[config.mk]
export PLATFORM = sky130hd
export DESIGN_NAME = mux_arb_flat
export DESIGN_NICKNAME = d
export VERILOG_FILES = /design/src/rtl/mux_pkg.sv /design/src/rtl/mux_arb_if.sv /design/src/rtl/mux_rr_grant.sv /design/src/rtl/mux_arb.sv /design/src/flat_wrapper.sv
export SDC_FILE = /design/constraint.sdc
export NUM_CORES = 1
export LEC_CHECK = 0
export BUFFER_PORTS_ARGS = -buffer_cell sky130_fd_sc_hd__buf_2
export CAP_MARGIN = 20
export CORE_MARGIN = 5
export CORE_UTILIZATION = 45
export DETAILED_ROUTE_END_ITERATION = 10
export PLACE_DENSITY_LB_ADDON = 0.08
export SLEW_MARGIN = 20
export SYNTH_ARGS = -nofsm -noshare
export SYNTH_HDL_FRONTEND = slang
export SYNTH_SLANG_ARGS = --single-unit
[constraint.sdc]
create_clock -name clk -period 4.4 [get_ports clk]
set_clock_uncertainty 0.15 [all_clocks]
set_input_delay 0.44 -clock clk [delete_from_list [all_inputs] [get_ports clk]]
set_output_delay 0.44 -clock clk [all_outputs]
set_load 0.01 [all_outputs]
[src/rtl/mux_pkg.sv]
// Shared types and default parameters for the mux_arb channel arbiter.
package mux_pkg;

  typedef enum logic {
    MODE_DIRECT = 1'b0,
    MODE_RR     = 1'b1
  } mode_e;

  localparam int unsigned DEF_WIDTH  = 4;
  localparam int unsigned DEF_NUM_CH = 4;
  localparam int unsigned DEF_CNT_W  = 16;

endpackage

[src/rtl/mux_arb_if.sv]
// Per-channel input handshake plus registered output handshake of mux_arb.
interface mux_arb_if #(
  parameter int unsigned WIDTH  = 4,
  parameter int unsigned NUM_CH = 4
);
  localparam int unsigned SEL_W = $clog2(NUM_CH);

  logic [NUM_CH-1:0][WIDTH-1:0] in_data;
  logic [NUM_CH-1:0]            in_valid;
  logic [NUM_CH-1:0]            in_ready;
  logic [WIDTH-1:0]             out_data;
  logic [SEL_W-1:0]             out_ch;
  logic                         out_valid;
  logic                         out_ready;

  modport slave (
    input  in_data, in_valid, out_ready,
    output in_ready, out_data, out_ch, out_valid
  );

  modport master (
    output in_data, in_valid, out_ready,
    input  in_ready, out_data, out_ch, out_valid
  );
endinterface

[src/rtl/mux_rr_grant.sv]
// Round-robin search: first valid channel at or above ptr, wrapping to 0.
module mux_rr_grant #(
  parameter int unsigned NUM_CH = 4
) (
  input  logic [NUM_CH-1:0]         valid,
  input  logic [$clog2(NUM_CH)-1:0] ptr,
  output logic [$clog2(NUM_CH)-1:0] grant,
  output logic                      grant_vld
);
  localparam int unsigned PTR_W = $clog2(NUM_CH);

  int unsigned idx;

  // Scan offsets from farthest to nearest so the nearest valid channel wins.
  always_comb begin
    grant     = '0;
    grant_vld = 1'b0;
    idx       = 0;
    for (int k = int'(NUM_CH) - 1; k >= 0; k--) begin
      idx = (32'(ptr) + 32'(k)) % NUM_CH;
      if (valid[PTR_W'(idx)]) begin
        grant     = PTR_W'(idx);
        grant_vld = 1'b1;
      end
    end
  end

endmodule

[src/rtl/mux_arb.sv]
// N-channel to 1 registered mux with direct-select or round-robin arbitration.
module mux_arb
  import mux_pkg::*;
#(
  parameter int unsigned WIDTH  = DEF_WIDTH,
  parameter int unsigned NUM_CH = DEF_NUM_CH,
  parameter int unsigned CNT_W  = DEF_CNT_W
) (
  input  logic                      clk,
  input  logic                      rst_n,
  input  logic                      mode,
  input  logic [$clog2(NUM_CH)-1:0] sel,
  mux_arb_if.slave                  bus,
  output logic [CNT_W-1:0]          xfer_cnt
);
  localparam int unsigned SEL_W = $clog2(NUM_CH);

  logic [SEL_W-1:0] rr_ptr;
  logic [SEL_W-1:0] rr_grant;
  logic             rr_vld;
  logic             dir_vld;
  logic [SEL_W-1:0] grant;
  logic             grant_vld;
  logic             accept_c;
  logic             xfer_c;
  logic             is_rr;

  assign is_rr = (mode_e'(mode) == MODE_RR);

  mux_rr_grant #(.NUM_CH(NUM_CH)) u_rr_grant (
    .valid     (bus.in_valid),
    .ptr       (rr_ptr),
    .grant     (rr_grant),
    .grant_vld (rr_vld)
  );

  // Direct select; a sel outside the channel range never matches.
  always_comb begin
    dir_vld = 1'b0;
    for (int unsigned i = 0; i < NUM_CH; i++) begin
      if (sel == SEL_W'(i)) dir_vld = bus.in_valid[i];
    end
  end

  always_comb begin
    grant     = is_rr ? rr_grant : sel;
    grant_vld = is_rr ? rr_vld : dir_vld;
    accept_c  = !bus.out_valid || bus.out_ready;
    xfer_c    = grant_vld && accept_c;
    bus.in_ready = '0;
    for (int unsigned i = 0; i < NUM_CH; i++) begin
      bus.in_ready[i] = xfer_c && (grant == SEL_W'(i));
    end
  end

  // Output register: a transfer reloads even while popping, giving full throughput.
  always_ff @(posedge clk or negedge rst_n) begin
    if (!rst_n) begin
      bus.out_valid <= 1'b0;
      bus.out_data  <= '0;
      bus.out_ch    <= '0;
    end else if (xfer_c) begin
      bus.out_valid <= 1'b1;
      bus.out_data  <= bus.in_data[grant];
      bus.out_ch    <= grant;
    end else if (bus.out_valid && bus.out_ready) begin
      bus.out_valid <= 1'b0;
    end
  end

  always_ff @(posedge clk or negedge rst_n) begin
    if (!rst_n) begin
      rr_ptr <= '0;
    end else if (xfer_c && is_rr) begin
      rr_ptr <= (grant == SEL_W'(NUM_CH - 1)) ? '0 : grant + SEL_W'(1);
    end
  end

  // Saturating transfer counter.
  always_ff @(posedge clk or negedge rst_n) begin
    if (!rst_n) begin
      xfer_cnt <= '0;
    end else if (xfer_c && (xfer_cnt != '1)) begin
      xfer_cnt <= xfer_cnt + CNT_W'(1);
    end
  end

endmodule

[src/flat_wrapper.sv]
// flat-port wrapper written by rule: the top's interface ports become plain ports
module mux_arb_flat import mux_pkg::*;
#(
  parameter int unsigned WIDTH  = DEF_WIDTH,
  parameter int unsigned NUM_CH = DEF_NUM_CH,
  parameter int unsigned CNT_W  = DEF_CNT_W
)
  (clk, rst_n, mode, sel, xfer_cnt, bus_in_data, bus_in_valid, bus_out_ready, bus_in_ready, bus_out_data, bus_out_ch, bus_out_valid);
  mux_arb_if #(.WIDTH(WIDTH), .NUM_CH(NUM_CH)) bus_i ();
  input  logic clk;
  input  logic rst_n;
  input  logic mode;
  input  logic [$clog2(NUM_CH)-1:0] sel;
  output logic [CNT_W-1:0] xfer_cnt;
  input wire logic [$bits(bus_i.in_data)-1:0] bus_in_data;
  input wire logic [$bits(bus_i.in_valid)-1:0] bus_in_valid;
  input wire logic [$bits(bus_i.out_ready)-1:0] bus_out_ready;
  output wire logic [$bits(bus_i.in_ready)-1:0] bus_in_ready;
  output wire logic [$bits(bus_i.out_data)-1:0] bus_out_data;
  output wire logic [$bits(bus_i.out_ch)-1:0] bus_out_ch;
  output wire logic [$bits(bus_i.out_valid)-1:0] bus_out_valid;
  assign bus_i.in_data = bus_in_data;
  assign bus_i.in_valid = bus_in_valid;
  assign bus_i.out_ready = bus_out_ready;
  assign bus_in_ready = bus_i.in_ready;
  assign bus_out_data = bus_i.out_data;
  assign bus_out_ch = bus_i.out_ch;
  assign bus_out_valid = bus_i.out_valid;
  mux_arb #(.WIDTH(WIDTH), .NUM_CH(NUM_CH), .CNT_W(CNT_W)) u_core (.clk(clk), .rst_n(rst_n), .mode(mode), .sel(sel), .bus(bus_i), .xfer_cnt(xfer_cnt));
endmodule
==> summary.md <==
| Metric | Value |
|---|---|
| Worst slew margin | `0.630` |
| Die span in x | `67.4 µm` |
| Critical Path Source Type | `flop` |
| Min setup slack post-route | `1.80 ns` |
| # setup viols final | `0` |
| Clock Path Buffers | `2` |
| Main combinational cell family by area after synthesis | `simple AND/OR/NAND/NOR gates` |
| Fillers | `304` |
| I/O pin cnt | `53` |
| Gate Count Post-Synth | `134` |
| Initial Util | `0.478` |
| Fin crit period | `2.60 ns` |
| Clock slew at reported path FFs | `0.12 ns` |
| Internal | `437 µW` |
| Via count | `1229` |
| H-Tree Level Count | `1` |
| Clk_lat worst skew | `0.31 ns` |
| Setup TNS | `0 ns` |
| Share of the synthesized area in the top cell type | `0.422` |
| Post-Syn Area | `0.00148 mm²` |
| Mux cell area share after synthesis | `0.138` |
| Max rail drop VDD | `0.290 mV` |
| Number of synthesized flops with an enable pin | `0` |
| Die area | `0.00454 mm²` |
| Vias per Instance | `5.30` |
| F_max | `384 MHz` |
| Fin nets | `216` |
| Cell Pwr Density | `378 mW/mm²` |
| Row cnt | `20` |
| Syn_nets | `161` |
| Tcrit/Tclk final | `0.591` |
| Num CTS Buffers | `3` |
| # DRC | `0` |
| Slew at the pin with the worst max-slew slack | `0.551 ns` |
| Pre-antenna DRT Iters | `2` |
| Hold Crit Class | `in2reg` |
| Post-placement setup slack | `1.87 ns` |
| Logic pwr share | `0.368` |
| Synth unique cells | `40` |
| Global Route Usage Sum | `0.166` |
| Status | `complete, no violations` |
| Number of buffers inserted by port buffering | `52` |
| Clock sink total | `25` |
| Critical path cell sequence | `nand2b_1 > a2111oi_4 > a221oi_4 > nand2b_1 > nor2_1 > buf_2` |
| Switch Pwr | `248 µW` |
| Crit path DAT | `2.01 ns` |
| Cts hold-fix bufs | `1` |
| Tot Pwr | `685 µW` |
| Yosys reg bits | `25` |
| Async SR Flop Fraction | `1.00` |
| ANT nets after route | `0` |
| Ys Warns | `0` |
| 1st-iter DRT viols | `31` |
| Detail Placement HPWL | `2720 µm` |
| CP max stage delay | `0.44 ns` |
| Area Overhead vs Synth | `22.3%` |
| Post-Synth Simple-Gate Area | `0.214` |
| Largest net degree at the start of global routing | `26` |
| First-pass GRT wire length | `5820 µm` |
| Maxcap violations | `0` |
| Crit Path Class | `reg2out` |
| Number of global-route vias before repair | `1312` |
| Root buffer cell | `clkbuf_4` |
| GR Overflow Total | `0` |
| Initial antenna violation count | `0` |
| Synth Area per Inst | `11.1 µm²` |
| Worst EP required | `3.81 ns` |
| Seq pwr share | `0.486` |
| CTS tree | `built` |
| Top cells by area, synth | `dfrtp_1 (42%), xnor2_1 (7.7%), mux2i_1 (5.4%)` |
| Drt total wl | `3400 µm` |
| WL/cell | `14.7 µm` |
| CP max stage cell | `dfrtp_1` |
| Pleak | `0.875 nW` |
| Register area share after synthesis | `0.422` |
| Crit path max fanout | `7` |
| Fin cells | `232` |
| Synth Area in Compound Gates | `0.105` |
| Synth Area in Adders | `0.00844` |
| Top-count cell post-synth | `dfrtp_1` |
| Most frequent CP cell | `nand2b_1` |
| Placed Cells | `227` |
| Final slew viol count | `0` |
| Core Region | `0.00310 mm²` |
| Routability congestion estimate | `0.749` |
| Chip height | `67.4 µm` |
| Final Hold Viols | `0` |
| Share of cells above drive strength 1 | `0.378` |
| Post-CTS Resized | `0` |
| Switching fraction of total power | `0.363` |
| Ant. Diodes | `0` |
| Finished Core Util | `0.584` |
| Cell taking the most area after synthesis | `dfrtp_1` |
| Post-CTS setup buffer count | `0` |
| RSZ-0062 raised after global routing | `false` |
| Post-Synth XOR/XNOR Area | `0.0886` |
| CP Capture Type | `output port` |
| Clock Power Share | `0.146` |
| Most used DFF post-synth | `dfrtp_1` |
| Post-synth top cells | `dfrtp_1 (25), xnor2_1 (13), nand2_1 (10), nand4_1 (9), mux2i_1 (8)` |
==> metal layers <==
metal / GRT usage / routed length (µm) / vias to the layer above
met2: 0.317 / 1720 / 35
met1: 0.185 / 1430 / 590
li1: - / - / 600
met3: 0.0233 / 204 / 4
met4: 0.0608 / 43 / 0
met5: 0 / 0 / -
==> worst paths after layout <==
path                                                       from                                to  slack (ns)  cells past startpoint
min in group asynchronous                                 rst_n    u_core.xfer_cnt[3]$_DFFE_PN0P_        0.48                      2
worst min-delay path                              bus_out_ready  u_core.bus.out_valid$_DFFE_PN0P_        0.27                      3
worst min register to register  u_core.xfer_cnt[15]$_DFFE_PN0P_   u_core.xfer_cnt[15]$_DFFE_PN0P_        0.35                      1
worst max register to register   u_core.xfer_cnt[0]$_DFFE_PN0P_    u_core.xfer_cnt[1]$_DFFE_PN0P_        2.30                      5
worst max-delay path               u_core.rr_ptr[1]$_DFFE_PN0P_                   bus_in_ready[3]        1.80                      6
max in group asynchronous                                 rst_n   u_core.xfer_cnt[10]$_DFFE_PN0P_        3.25                      2
==> power groups by stage <==
| stage | clock (mW) | combinational, mW | sequential [mW] |
|---|---|---|---|
| CTS | 0.105 | 0.257 | 0.334 |
| detailed placement | 0 | 0.256 | 0.338 |
| global placement | 0 | 0.250 | 0.334 |
| global route | 0.115 | 0.280 | 0.345 |
| floorplan | 0 | 0.136 | 0.352 |
| finish | 0.100 | 0.252 | 0.333 |
==> through the flow <==
stage / hold slack, ns / area, µm²
floorplan: -0.00559 / 1480
global placement: 0.303 / 1780
detailed placement: 0.310 / 1780
CTS: 0.261 / 1810
global route: 0.258 / 1810
finish: 0.268 / 1810
==> layout make-up <==
type,instances,area (µm²),area share
multi-input combinational,102,821,0.453
sequential,25,626,0.345
timing repair buffer,53,270,0.149
tap,44,55.1,0.0304
clock buffer,4,26.3,0.0145
inverter,4,15.0,0.00828
==> layout by cell type, fill, tap and decap left out, types with 2 or more instances in the layout <==
master,netlist,layout
buf_2,2,52
dfrtp_1,25,25
xnor2_1,13,13
nand2_1,10,10
nand4_1,9,9
mux2i_1,8,8
nor2_1,6,6
mux2_2,6,6
nand3_1,5,5
and3_1,5,5
inv_1,4,4
nand2b_1,4,4
o21ai_0,4,4
a21oi_1,3,3
clkbuf_4,0,3
o21a_1,2,2
and4_1,2,2
xor2_1,2,2
o211ai_1,2,2
==> registers in the layout, indices dropped and copies added, names as in the netlist <==
name	flops
u_core.xfer_cnt	16
u_core.bus.out_ch	2
u_core.rr_ptr	2
u_core.bus.out_data	4
u_core.bus.out_valid	1
==> logic make-up after synthesis <==
family	count (synthesis)
simple gates	51
buf+inv	7
flops	25
compound gates	18
mux	17
fa+ha+maj	1
xor+xnor	15
==> critical path, delay by kind of cell (launching register included) <==
kind                   cells  cell delay, ns
AOI/OAI and AO/OA          2            0.56
buffers and inverters      1            0.14
DFF                        1            0.44
and+or+nand+nor            3            0.55
Power figures use the tool's default switching activity.
